### config.mk
export PLATFORM = sky130hd
export DESIGN_NAME = microcode_loader_flat
export DESIGN_NICKNAME = d
export VERILOG_FILES = /design/src/rtl/microcode_loader_pkg.sv /design/src/rtl/microcode_loader_if.sv /design/src/rtl/microcode_loader_packer.sv /design/src/rtl/microcode_loader.sv /design/src/flat_wrapper.sv
export SDC_FILE = /design/constraint.sdc
export NUM_CORES = 1
export LEC_CHECK = 0
export ABC_AREA = 1
export BUFFER_PORTS_ARGS = -buffer_cell sky130_fd_sc_hd__buf_4
export CAP_MARGIN = 20
export CORE_ASPECT_RATIO = 1.2
export CORE_MARGIN = 1.5
export CORE_UTILIZATION = 47
export DETAILED_ROUTE_END_ITERATION = 7
export GPL_ROUTABILITY_DRIVEN = 0
export PLACE_DENSITY_LB_ADDON = 0.05
export REMOVE_ABC_BUFFERS = 1
export SYNTH_ARGS = -nofsm -noshare
export SYNTH_HDL_FRONTEND = slang
export SYNTH_SLANG_ARGS = --single-unit
### constraint.sdc
create_clock -name clk -period 1.3 [get_ports clk]
set_input_delay 0.065 -clock clk [delete_from_list [all_inputs] [get_ports clk]]
set_output_delay 0.065 -clock clk [all_outputs]
set_load 0.01 [all_outputs]
### src/rtl/microcode_loader_pkg.sv
// Shared microcode store definitions: loader state encoding and store geometry,
// also used by the control unit that reads the store.
package microcode_pkg;

    localparam int MC_WORD_BYTES = 8;
    localparam int MC_ADDR_W     = 12;
    localparam int MC_DATA_W     = 64;
    localparam int MC_END_BIT    = 63;

    typedef enum logic [2:0] {
        MCL_IDLE  = 3'd0,
        MCL_LOAD  = 3'd1,
        MCL_WRITE = 3'd2,
        MCL_CSUM  = 3'd3,
        MCL_DONE  = 3'd4,
        MCL_ERR   = 3'd5
    } mcl_state_t;

endpackage

### src/rtl/microcode_loader_if.sv
// Byte-stream input and microcode-store write bus of the loader.
// slave = loader side, master = stream source / store side.
interface microcode_loader_if
    import microcode_pkg::*;
#(
    parameter int DATA_W = MC_DATA_W,
    parameter int ADDR_W = MC_ADDR_W
);
    logic              byte_valid;
    logic [7:0]        byte_data;
    logic              byte_last;
    logic              byte_ready;
    logic              wr_en;
    logic [ADDR_W-1:0] wr_addr;
    logic [DATA_W-1:0] wr_data;

    modport master (
        output byte_valid, byte_data, byte_last,
        input  byte_ready, wr_en, wr_addr, wr_data
    );

    modport slave (
        input  byte_valid, byte_data, byte_last,
        output byte_ready, wr_en, wr_addr, wr_data
    );
endinterface

### src/rtl/microcode_loader_packer.sv
// mcl_word_packer: MSB-first byte shift register with a byte counter; word_full_o flags
// that the next shifted byte completes the microword.
module mcl_word_packer
    import microcode_pkg::*;
#(
    parameter int DATA_W     = MC_DATA_W,
    parameter int WORD_BYTES = MC_WORD_BYTES
) (
    input  logic              clk,
    input  logic              r,
    input  logic              clear_i,
    input  logic              shift_i,
    input  logic [7:0]        byte_i,
    output logic [DATA_W-1:0] word_o,
    output logic              word_full_o
);
    localparam int CNT_W = (WORD_BYTES > 1) ? $clog2(WORD_BYTES) : 1;

    logic [CNT_W-1:0]  cnt_q;
    logic [DATA_W-1:0] word_q;

    assign word_full_o = (cnt_q == CNT_W'(WORD_BYTES - 1));
    assign word_o      = word_q;

    always_ff @(posedge clk) begin
        if (r) begin
            cnt_q  <= '0;
            word_q <= '0;
        end else begin
            if (clear_i) begin
                cnt_q <= '0;
            end else if (shift_i) begin
                cnt_q <= word_full_o ? '0 : cnt_q + 1'b1;
            end
            // Eight shifts overwrite every bit, so the register needs no clear between words.
            if (shift_i) begin
                word_q <= {word_q[DATA_W-9:0], byte_i};
            end
        end
    end
endmodule

### src/rtl/microcode_loader.sv
// microcode_loader: packs a big-endian byte stream into microwords written to the microcode
// store at incrementing addresses, holding the CPU in reset meanwhile. Option: MICROCODE_LOADER_CHECKSUM_EN.
module microcode_loader
    import microcode_pkg::*;
#(
    parameter int DATA_W     = MC_DATA_W,
    parameter int WORD_BYTES = MC_WORD_BYTES,
    parameter int ADDR_W     = MC_ADDR_W
) (
    input  logic              clk,
    input  logic              r,
    microcode_loader_if.slave bus,
    input  logic              start,
    output logic              cpu_hold,
    output logic              busy,
    output logic              done,
    output logic              error,
    output logic [ADDR_W:0]   words
);
    localparam logic [ADDR_W:0] FULL_WORDS = {1'b1, {ADDR_W{1'b0}}};

    mcl_state_t        state_q, state_d;
    logic              byte_ready_q, wr_en_q, busy_q, done_q, error_q, cpu_hold_q, last_q;
    logic [ADDR_W-1:0] wr_addr_q;
    logic [ADDR_W:0]   words_q;
    logic              accept, load_accept, start_load, store_full, word_full;
    logic [DATA_W-1:0] word;

    assign accept      = bus.byte_valid && byte_ready_q;
    assign load_accept = accept && (state_q == MCL_LOAD);
    assign start_load  = start && ((state_q == MCL_IDLE) || (state_q == MCL_DONE) || (state_q == MCL_ERR));
    assign store_full  = (words_q == FULL_WORDS);

`ifdef MICROCODE_LOADER_CHECKSUM_EN
    logic [7:0] sum_q;
    logic [7:0] csum_final;
    assign csum_final = sum_q + bus.byte_data;
`endif

    mcl_word_packer #(
        .DATA_W     (DATA_W),
        .WORD_BYTES (WORD_BYTES)
    ) u_packer (
        .clk         (clk),
        .r           (r),
        .clear_i     (start_load),
        .shift_i     (load_accept),
        .byte_i      (bus.byte_data),
        .word_o      (word),
        .word_full_o (word_full)
    );

    always_comb begin
        state_d = state_q;
        case (state_q)
            MCL_IDLE, MCL_DONE, MCL_ERR: begin
                if (start) state_d = MCL_LOAD;
            end
            MCL_LOAD: begin
                // A full store rejects even the first byte of one more word.
                if (accept) begin
                    if (store_full)         state_d = MCL_ERR;
                    else if (word_full)     state_d = MCL_WRITE;
                    else if (bus.byte_last) state_d = MCL_ERR;
                end
            end
            MCL_WRITE: begin
`ifdef MICROCODE_LOADER_CHECKSUM_EN
                state_d = last_q ? MCL_CSUM : MCL_LOAD;
`else
                state_d = last_q ? MCL_DONE : MCL_LOAD;
`endif
            end
`ifdef MICROCODE_LOADER_CHECKSUM_EN
            MCL_CSUM: begin
                if (accept) state_d = (csum_final == 8'h00) ? MCL_DONE : MCL_ERR;
            end
`endif
            default: state_d = MCL_IDLE;
        endcase
    end

    always_ff @(posedge clk) begin
        if (r) begin
            state_q      <= MCL_IDLE;
            byte_ready_q <= 1'b0;
            wr_en_q      <= 1'b0;
            busy_q       <= 1'b0;
            done_q       <= 1'b0;
            error_q      <= 1'b0;
            cpu_hold_q   <= 1'b0;
            last_q       <= 1'b0;
            wr_addr_q    <= '0;
            words_q      <= '0;
`ifdef MICROCODE_LOADER_CHECKSUM_EN
            sum_q        <= '0;
`endif
        end else begin
            // Outputs are registered from the next state so they line up with the state they describe.
            state_q      <= state_d;
            byte_ready_q <= (state_d == MCL_LOAD) || (state_d == MCL_CSUM);
            wr_en_q      <= (state_d == MCL_WRITE);
            busy_q       <= (state_d == MCL_LOAD) || (state_d == MCL_WRITE) || (state_d == MCL_CSUM);
            done_q       <= (state_d == MCL_DONE);
            error_q      <= (state_d == MCL_ERR);
            cpu_hold_q   <= (state_d != MCL_DONE);
            if (start_load) begin
                wr_addr_q <= '0;
                words_q   <= '0;
            end else if (state_q == MCL_WRITE) begin
                wr_addr_q <= wr_addr_q + 1'b1;
                words_q   <= words_q + 1'b1;
            end
            if (load_accept && word_full) begin
                last_q <= bus.byte_last;
            end
`ifdef MICROCODE_LOADER_CHECKSUM_EN
            if (start_load) begin
                sum_q <= '0;
            end else if (load_accept) begin
                sum_q <= sum_q + bus.byte_data;
            end
`endif
        end
    end

    assign bus.byte_ready = byte_ready_q;
    assign bus.wr_en      = wr_en_q;
    assign bus.wr_addr    = wr_addr_q;
    assign bus.wr_data    = word;
    assign cpu_hold       = cpu_hold_q;
    assign busy           = busy_q;
    assign done           = done_q;
    assign error          = error_q;
    assign words          = words_q;
endmodule

### src/flat_wrapper.sv
// flat-port wrapper written by rule: the top's interface ports become plain ports
module microcode_loader_flat import microcode_pkg::*;
#(
    parameter int DATA_W     = MC_DATA_W,
    parameter int WORD_BYTES = MC_WORD_BYTES,
    parameter int ADDR_W     = MC_ADDR_W
)
  (clk, r, start, cpu_hold, busy, done, error, words, bus_byte_valid, bus_byte_data, bus_byte_last, bus_byte_ready, bus_wr_en, bus_wr_addr, bus_wr_data);
  microcode_loader_if #(.DATA_W(DATA_W), .ADDR_W(ADDR_W)) bus_i ();
  input  logic clk;
  input  logic r;
  input  logic start;
  output logic cpu_hold;
  output logic busy;
  output logic done;
  output logic error;
  output logic [ADDR_W:0] words;
  input wire logic [$bits(bus_i.byte_valid)-1:0] bus_byte_valid;
  input wire logic [$bits(bus_i.byte_data)-1:0] bus_byte_data;
  input wire logic [$bits(bus_i.byte_last)-1:0] bus_byte_last;
  output wire logic [$bits(bus_i.byte_ready)-1:0] bus_byte_ready;
  output wire logic [$bits(bus_i.wr_en)-1:0] bus_wr_en;
  output wire logic [$bits(bus_i.wr_addr)-1:0] bus_wr_addr;
  output wire logic [$bits(bus_i.wr_data)-1:0] bus_wr_data;
  assign bus_i.byte_valid = bus_byte_valid;
  assign bus_i.byte_data = bus_byte_data;
  assign bus_i.byte_last = bus_byte_last;
  assign bus_byte_ready = bus_i.byte_ready;
  assign bus_wr_en = bus_i.wr_en;
  assign bus_wr_addr = bus_i.wr_addr;
  assign bus_wr_data = bus_i.wr_data;
  microcode_loader #(.DATA_W(DATA_W), .WORD_BYTES(WORD_BYTES), .ADDR_W(ADDR_W)) u_core (.clk(clk), .r(r), .bus(bus_i), .start(start), .cpu_hold(cpu_hold), .busy(busy), .done(done), .error(error), .words(words));
endmodule
==> results of run 1 <==
## timing repair
action | CTS | global route
setup buffers | 7 | 2
endpoints found under the setup margin | 62 | 90
pin swaps | 9 | 18
gates cloned | 1 | 1
resized for setup | 44 | 40
endpoints found under the hold margin | 12 | 0
hold buffers | 10 | 0
## Yosys cell counts
cell      count  area [um2]
nor2_1      166         623
buf_2        12        60.1
inv_2         4        15.0
o21ai_0      47         235
nor3_4        1        16.3
clkinv_1      1        3.75
nand4_1       3        18.8
inv_1        32         120
nand2_2       2        12.5
clkbuf_1      8        30.0
ha_1          5        62.6
nand3_1      16        80.1
o211a_1       1        10.0
xor2_1        3        26.3
nand2_1      65         244
dfxtp_1     102        2040
nor2_4        1        11.3
or2_2         1        6.26
nor3_1        4        20.0
o22ai_1       1        6.26
xnor2_1       1        8.76
o21ai_1      30         150
buf_6         3        33.8
a21oi_1      20         100
nor3_2        2        20.0
a31oi_1       1        6.26
o21ai_2       1        8.76
nor2_2        2        12.5
## layout make-up
type | count | area, um2
Timing Repair Buffer | 171 | 1410
Clock inverter | 6 | 118
Inverter | 37 | 149
Tap cell | 114 | 143
Multi-Input combinational cell | 373 | 1880
Sequential cell | 102 | 2060
Clock buffer | 10 | 138
Fill cell | 642 | 2250
## worst max-delay path: cells and delay by family, from the launching register on
family	cells	cell delay [ns]
AND/OR/NAND/NOR	2	0.28
XOR/XNOR	1	0.14
buffers and inverters	3	0.36
adder cells (fa/ha/maj)	1	0.14
flip-flops	1	0.34
## registers in the layout (all words and copies together) (netlist names), 3 cells and up
| register | cells |
|---|---|
| u_core.bus.wr_addr | 12 |
| u_core.state_q | 3 |
| u_core.u_packer.cnt_q | 3 |
| u_core.u_packer.word_o | 64 |
| u_core.words | 13 |
## power groups by stage
stage / clock network (W) / logic, W / registers (W)
finish: 0.00244 / 0.000698 / 0.00330
global route: 0.00266 / 0.000770 / 0.00332
CTS: 0.00251 / 0.000675 / 0.00331
detailed placement: 0 / 0.000617 / 0.00338
global placement: 0 / 0.000607 / 0.00337
floorplan: 0 / 0.000281 / 0.00342
## how the worst max path moves through the flow
stage	start	end	slack [ns]	cells past startpoint
floorplan	u_core.state_q[0]	u_core.done	-0.96	8
global placement	u_core.state_q[2]	u_core.words[9]	-0.08	8
detailed placement	u_core.u_packer.cnt_q[0]	u_core.done	-0.12	9
CTS	u_core.u_packer.cnt_q[0]	u_core.cpu_hold	-0.05	8
global route	u_core.words[0]	u_core.done	-0.14	10
finish	u_core.words[0]	u_core.words[4]	-0.06	7
## layer usage
layer	up-vias	GRT usage, %
met2	90	35.2
li1	2026	-
met5	-	0
met4	0	9.33
met3	24	6.59
met1	1731	26.0
## cell families after synthesis
group                      share of synthesized area, %
AOI/OAI and AO/OA                                  13.0
xor gates and xnor gates                          0.880
adders and majority gates                          1.57
buffers and inverters                              6.60
DFF                                                51.3
and+or+nand+nor                                    26.7
## per-stage QoR
step                cells  TNS (ns)  utilization, %  hold WS [ns]  total power (W)
floorplan             512    -60.76               -         0.137          0.00370
global placement      777    -0.608            63.5         0.257          0.00398
detailed placement    777     -1.59            63.5         0.261          0.00399
CTS                   811    -0.142            70.4         0.192          0.00649
global route          813     -6.22            72.4         0.250          0.00675
finish                813    -0.596            72.4         0.229          0.00645
==> impl_metrics.toml, run 1 <==
[run_status]
run_status = "complete, but fails checks"
failed_checks = "negative setup slack"

[pwr]
p_per_area_nw_per_um2 = 1090
switching_share_pct = 23.8
pwr-share-clk_pct = 37.9
switchingPower_w = 0.00153
power_frac_comb_pct = 10.8
internal_power_w = 0.00491
p_leak_nw = 2.57
p_seq_share_pct = 51.2
vdd_drop_max_v = 0.000809

[clock_network]
cts_inserted_buffers = 9
cts.reportedPaths.clkPinSlew_ns = 0.10
htree_num_levels = 3
cts.sinks = 102
clk_latency_ns = 0.36
cts_buffer_depth = 2
cts_tree = "built"
cts_root_buffer = "clkbuf_8"

[drt]
vias = 3871
wirelength_um = 9850
wl_met2_um = 4890
m1WireLength_um = 4130
first_pass_iters = 4
met3WireLength_um = 604
wl_per_cell_um = 12.1
post-route-drc-count = 0
viasPerCell = 4.76
ant_nets = 0
drt-initial-drc-count = 99
top_layer = "met4"

[final_layout]
antenna_cells = 0
design_area_um2 = 5900
nNetsFinal = 712
mostFrequentLayoutCells = "158 x nor2_1, 151 x buf_4, 92 x dfxtp_1, 55 x nand2_1, 40 x o21ai_0"
final_common_cell = "nor2_1"
syn_to_final_growth_pct = 48.1
drive_above_1_share_pct = 34.8

[setup_path]
cp_data_arrival_time_ns = 1.62
ff2ff_setup_slack_ns = -0.06
worstPathCellList = "buf_4 > ha_4 > inv_2 > nor3_4 > buf_4 > xor2_1 > nor2_1"
critPathMaxStageDelay_ns = 0.34
cp_data_required_time_ns = 1.56
r2r_end = "u_core.words[4]"
cpMostUsedCell = "buf_4"
worstRegToRegCells = 7
critPathMaxFanout = 4
start_kind = "flop"
crit_slowest_cell = "dfxtp_2"
crit_path_end_kind = "flop"
worstReg2RegStart = "u_core.words[0]"
path_class = "reg2reg"

[logic_synthesis]
synth_seq_cells = 102
synth.distinct_cells = 28
yosysSeqAreaShare_pct = 51.3
postSynthAreaPerCell_um2 = 7.45
yosys_warnings = 0
synth_cells = 535
syn_area_um2 = 3980

[timing]
clock_skew_ns = 0.00961
setup_viol = 33
relSlewSlack_pct = 80.5
min_period_ns = 1.36
period_share_pct = 105
hold_viol_final = 0
rsz0062_at_grt = "yes"
worst_slew_pin_slew_ns = 0.293
fmax_ghz = 0.736
timing.final.ws_setup_ns = -0.0593
maxSlewViolCount = 0

[min_path]
min_path_cells = 6
hold_end = "u_core.done"
hp-class = "in2reg"
holdCritStartpoint = "start"

[place]
dpl.hpwl_um = 6280
dpl_worst_slack_ns = -0.123
dpl-instance-area_um2 = 5170
port-buffer-count = 107

[global_routing]
grt_pass1_wl_um = 15700
antenna_found_initial = 0
track_usage_pct = 21.6
gr-total-overflow = 0
grt_max_degree = 69
grt_pass1_vias = 3568

[floorplanning]
die_w_um = 87.0
start_util_pct = 48.9
ios = 108
fp.dieH_um = 104
core_um2 = 8150
dieArea_um2 = 9040
core.rowCount = 36

[flow_run]
maxCapViolCount = 0
No activity file was read; power rests on OpenSTA's default activity.
==> run 2, diff against run 1 <==
--- a/config.mk
+++ b/config.mk
@@ -11,5 +11,5 @@
 export CORE_ASPECT_RATIO = 1.2
 export CORE_MARGIN = 1.5
-export CORE_UTILIZATION = 47
+export CORE_UTILIZATION = 48
 export DETAILED_ROUTE_END_ITERATION = 7
 export GPL_ROUTABILITY_DRIVEN = 0
@@ -18,3 +18,4 @@
 export SYNTH_ARGS = -nofsm -noshare
 export SYNTH_HDL_FRONTEND = slang
+export SYNTH_HIERARCHICAL = 1
 export SYNTH_SLANG_ARGS = --single-unit
==> constraint.sdc (replaced) <==
create_clock -name clk -period 1.3 [get_ports clk]
set_input_delay 0.195 -clock clk [delete_from_list [all_inputs] [get_ports clk]]
set_output_delay 0.195 -clock clk [all_outputs]
set_load 0.01 [all_outputs]
==> run 2 against run 1 <==
- the run still ends with negative setup slack left
- hold slack got worse by 0.21 ns
- first-iteration DRC count grew 58%
- non-clock buffer count decreased by 16
- synthesized cell count increased by 2.4%
- utilization shrank 4.5 points
- largest power group unchanged
==> impl_metrics.toml, run 2 <==
[run_status]
run_status = "complete, but fails checks"
failed_checks = "negative setup slack"

[global_routing]
track_usage_pct = 20.2
grt_pass1_wl_um = 16000
grt_max_degree = 65
grt_pass1_vias = 3581
antenna_found_initial = 0
gr-total-overflow = 0

[setup_path]
worstReg2RegStart = "u_core/state_q[0]"
cpMostUsedCell = "buf_4"
path_delay_family = "buffers and inverters"
crit_cells = 6
crit_path_end_kind = "flop"
cp_data_arrival_time_ns = 1.62
worstPathCellList = "inv_4 > nand3_4 > buf_4 > buf_4 > or2_0 > a21oi_1"
r2r_end = "u_core/bus.wr_addr[0]"
crit_slowest_cell = "dfxtp_4"
crit_end = "u_core/bus.wr_addr[0]"
cp-startpoint = "u_core/state_q[0]"
ff2ff_setup_slack_ns = -0.03
critPathMaxFanout = 7
crit_buf_inv = 3
critPathMaxStageDelay_ns = 0.37
path_class = "reg2reg"
cp_data_required_time_ns = 1.60
worstRegToRegCells = 6
start_kind = "flop"

[final_layout]
nNetsFinal = 709
largest_reg_flops = 64
final_common_cell = "buf_4"
design_area_um2 = 5910
syn_to_final_growth_pct = 35.1
mostFrequentLayoutCells = "149 x buf_4, 96 x nor2_1, 87 x dfxtp_1, 68 x nor2_2, 66 x nand2_1"
fillers = 774
antenna_cells = 0
drive_above_1_share_pct = 42.7
finalNonFillerCells = 813

[clock_network]
cts_buffer_depth = 2
cts.sinks = 102
postCtsHoldBufs = 0
cts_tree = "built"
cts_root_buffer = "clkbuf_8"
clk_latency_ns = 0.37
cts_inserted_buffers = 9
htree_num_levels = 3
cts.reportedPaths.clkPinSlew_ns = 0.10

[drt]
wl_per_cell_um = 12.3
vias = 3948
drt-initial-drc-count = 156
post-route-drc-count = 0
ant_nets = 0
first_pass_iters = 4
wirelength_um = 9990
viasPerCell = 4.86

[floorplanning]
die_w_um = 90.1
fp.dieH_um = 108
core_um2 = 8700
ios = 108
core.rowCount = 37
start_util_pct = 50.2
dieArea_um2 = 9690

[logic_synthesis]
synthSimpleGateAreaFrac_pct = 29.6
synth_cells = 548
synth.top_cell.area_share_pct = 46.7
synth_common_cells = "104 x nor2_1, 102 x dfxtp_1, 71 x nand2_1"
yosys_warnings = 6
synthArstFlopShare_pct = 0
yosysSeqAreaShare_pct = 46.7
synth.distinct_cells = 28
syn_area_um2 = 4370
synth_top_family_by_area = "simple AND/OR/NAND/NOR gates"
synth_adder_area_share_pct = 1.43
synth_edf_count = 0
synth_mux_area_share_pct = 0
synth_top_cell_by_area = "dfxtp_1"
synthXorXnorAreaFrac_pct = 0.401
postSynthAreaPerCell_um2 = 7.98
synth-compound-area-share_pct = 11.8
synth_most_common_cell = "nor2_1"
synth_area_leaders = "dfxtp_1 47%, nor2_2 9.0%, nor2_1 8.9%"
synth_seq_cells = 102
synth_ff_type = "dfxtp_1"

[flow_run]
maxCapViolCount = 0

[timing]
setup_viol = 2
maxSlewViolCount = 0
worst_slew_pin_slew_ns = 0.292
fin_tns_setup_ns = -0.0281
timing.final.ws_setup_ns = -0.0275
rsz0062_at_grt = "yes"
relSlewSlack_pct = 80.6
hold_viol_final = 0
fmax_ghz = 0.753
min_period_ns = 1.33
period_share_pct = 102
clock_skew_ns = 0.0142

[place]
dpl.hpwl_um = 6700
port-buffer-count = 107
placedCellCount = 788
dpl-instance-area_um2 = 5400

[pwr]
vdd_drop_max_v = 0.000767
p_per_area_nw_per_um2 = 985
p_leak_nw = 2.80
power.total_w = 0.00582

[min_path]
hp-class = "in2reg"
[run 2: changes by cell type after synthesis, sizes merged, moves of 3 or more]
cell,delta
clkbuf,-8
nand2,+5
inv,+6
a21oi,+4
buf,+9
xor2,-3
[run 2: worst min-delay path by stage]
| stage | end | slack, ns | from | depth (start not counted) |
|---|---|---|---|---|
| floorplan | u_core/state_q[0] | 0.27 | r | 1 |
| global placement | u_core/bus.wr_en | 0.41 | r | 2 |
| detailed placement | u_core/state_q[1] | 0.42 | r | 2 |
| CTS | u_core/state_q[1] | 0.001 | r | 2 |
| global route | u_core/state_q[1] | 0.01 | r | 2 |
| finish | u_core/state_q[1] | 0.02 | r | 2 |
[run 2: through the flow]
| step | worst slack (ns) | hold slack [ns] | utilization (%) |
|---|---|---|---|
| 3_3_place_gp | -0.0634 | 0.414 | 62.0 |
| 5_1_grt | -0.108 | 0.0102 | 67.9 |
| 3_5_place_dp | -0.0927 | 0.418 | 62.0 |
| 6_report | -0.0275 | 0.0177 | 67.9 |
| 2_1_floorplan | -1.19 | 0.267 | - |
| 4_1_cts | 0.00111 | 0.00145 | 65.0 |
[run 2: cells by family after synthesis]
kind of cell	after synthesis
flops	102
xor+xnor	2
simple gates	271
compound gates	102
fa+ha+maj	5
buf+inv	66
[run 2: final cells by class]
class / count / area (um2) / share of cell area, %
clock inverter: 7 / 82.6 / 1.40
timing repair buffer: 155 / 1220 / 20.7
timing repair inverter: 1 / 11.3 / 0.191
multi-input combinational: 380 / 2060 / 34.8
clock buffer: 9 / 124 / 2.10
sequential: 102 / 2070 / 35.0
tap: 117 / 146 / 2.48
inverter: 42 / 196 / 3.33
[run 2: layer usage]
| layer | global-route usage [%] | wire (um) |
|---|---|---|
| met1 | 24.4 | 4370 |
| met2 | 34.3 | 4930 |
| met3 | 6.36 | 613 |
| met4 | 6.35 | 77 |
| met5 | 0 | 0 |
[run 2: repair_timing]
action	4_1_cts	5_1_grt
setup endpoints to repair	76	99
cloned	0	1
resized for setup	12	68
pin swaps	2	22
setup buffers	2	6
[run 2: report_power, final]
group	switching (W)	internal (W)	total, W	leakage (nW)
clock	0.00114	0.000913	0.00205	0.0975
combinational	0.000274	0.000231	0.000505	1.86
sequential	0.0000649	0.00320	0.00326	0.834
==> run 3, diff against run 2 <==
- REMOVE_ABC_BUFFERS: 1 -> default
==> run 3 against run 2 <==
- the run still ends with negative setup slack left
- final cell count shrank 0.37%
- fmax shrank 2.2%
- non-clock buffer count shrank 2
- largest power group unchanged
- sequential cell count is the same
- via count grew 0.51%
- highest routed layer unchanged
- sequential power is essentially flat
- critical endpoint is now u_core/u_packer/word_o[50]
- clock power shrank 9%
- utilization shrank 0.70 points
- total power shrank 2.8%
==> impl_metrics.toml, run 3 (same netlist as run 2, synthesis figures left out) <==
[final_layout]
drive_above_1_share_pct = 40.1
design_area_um2 = 5850
antenna_cells = 0
final_common_cell = "buf_4"
largest_reg_flops = 64
finalNonFillerCells = 810
final_core_util_pct = 67.2
nNetsFinal = 707
syn_to_final_growth_pct = 33.7
fillers = 762
mostFrequentLayoutCells = "141 x buf_4, 100 x nor2_1, 89 x dfxtp_1, 66 x nor2_2, 65 x nand2_1"

[clock_network]
cts_buffer_depth = 2
cts.reportedPaths.clkPinSlew_ns = 0.10
cts.sinks = 102
postCtsHoldBufs = 0
cts_root_buffer = "clkbuf_8"
clk_latency_ns = 0.37
cts_inserted_buffers = 9
cts_tree = "built"
htree_num_levels = 3

[place]
port-buffer-count = 107
dpl-instance-area_um2 = 5360
dpl.hpwl_um = 7060
placedCellCount = 780

[floorplanning]
core_um2 = 8700
die_w_um = 90.1
ios = 108
start_util_pct = 50.2
core.rowCount = 37
fp.dieH_um = 108
dieArea_um2 = 9690

[drt]
post-route-drc-count = 0
drt-initial-drc-count = 162
m1WireLength_um = 4620
ant_nets = 0
viasPerCell = 4.90
wl_per_cell_um = 12.9
wl_met2_um = 5240
vias = 3968
top_layer = "met4"
met3WireLength_um = 414
wirelength_um = 10500
first_pass_iters = 4

[timing]
maxSlewViolCount = 0
min_period_ns = 1.36
period_share_pct = 104
timing.final.ws_setup_ns = -0.0570
rsz0062_at_grt = "yes"
setup_viol = 26
worst_slew_pin_slew_ns = 0.273
relSlewSlack_pct = 81.8
clock_skew_ns = 0.0128
fmax_ghz = 0.737
hold_viol_final = 0

[setup_path]
cpMostUsedCell = "clkbuf_16"
critPathMaxStageDelay_ns = 0.35
cp_data_required_time_ns = 1.61
critPathMaxFanout = 11
start_kind = "flop"
crit_slowest_cell = "dfxtp_2"
path_class = "reg2reg"
worstPathCellList = "inv_4 > nand3_2 > nor2_4 > clkbuf_16 > clkbuf_16 > o21ai_0 > nor2_1"
cp_data_arrival_time_ns = 1.67
crit_path_end_kind = "flop"

[logic_synthesis]
synth_nets = 566

[global_routing]
gr-total-overflow = 0
grt_max_degree = 54
grt_pass1_vias = 3541
antenna_found_initial = 0
track_usage_pct = 20.9
grt_pass1_wl_um = 16500

[pwr]
vdd_drop_max_v = 0.000455
p_per_area_nw_per_um2 = 967
power.total_w = 0.00565
p_leak_nw = 2.77

[flow_run]
maxCapViolCount = 0

[min_path]
hp-class = "in2reg"

[run_status]
failed_checks = "negative setup slack"
run_status = "complete, but fails checks"
==> run 3: changes by cell type in the layout (fill, tap and decap cells not counted), sizes merged <==
cell / delta
buf: -7
bufinv: -1
clkbuf: +5
clkinv: -2
clkinvlp: -1
inv: +3
==> run 3: worst paths after layout <==
check	end	startpoint	slack [ns]	depth (start not counted)
setup / recovery	u_core/u_packer/word_o[50]	u_core/state_q[2]	-0.06	7
hold / removal	u_core/state_q[0]	r	0.04	2
setup reg to reg	u_core/u_packer/word_o[50]	u_core/state_q[2]	-0.06	7
hold reg to reg	u_core/bus.wr_addr[8]	u_core/bus.wr_addr[8]	0.46	2
==> run 3: cell type report <==
class                           count  area, um2  share of cell area, %
Timing Repair Buffer              153       1310                   22.3
Sequential cell                   102       2060                   35.3
Inverter                           42        179                   3.06
Timing Repair inverter              1       20.0                  0.342
Clock buffer                        9        124                   2.12
Tap cell                          117        146                   2.50
Multi-Input combinational cell    380       1950                   33.4
Clock inverter                      6       56.3                  0.963
==> run 3: timing repair <==
action,CTS,global route
resized for setup,19,24
setup endpoints to repair,80,95
gates cloned,1,5
pin swaps,8,5
endpoints found under the hold margin,0,0
buffers inserted,6,3
==> run 3: worst max-delay path, delay by kind of cell (launching register included) <==
kind | cells | cell delay, ns
flip-flops | 1 | 0.35
buffers and inverters | 3 | 0.48
AND/OR/NAND/NOR | 3 | 0.40
AO/OA/AOI/OAI | 1 | 0.08
==> run 3: per-layer routing <==
layer	vias to the layer above	GRT usage (%)
li1	2023	-
met5	-	0
met4	0	9.64
met1	1844	25.5
met2	85	36.1
met3	16	3.32
==> run 3: power breakdown <==
part / leakage, nW / total (W) / switching, W / internal (W)
sequential: 0.832 / 0.00327 / 0.0000694 / 0.00320
combinational: 1.85 / 0.000516 / 0.000277 / 0.000239
clock: 0.0897 / 0.00187 / 0.00114 / 0.000726
==> run 3: stage by stage <==
stage               setup TNS, ns  hold slack (ns)  worst slack, ns
floorplan                       0            0.267           0.0156
global placement           -0.101            0.419          -0.0301
detailed placement          -1.45            0.424          -0.0652
CTS                       -0.0302           0.0211          -0.0117
global route                -6.15           0.0381           -0.121
finish                     -0.681           0.0366          -0.0570
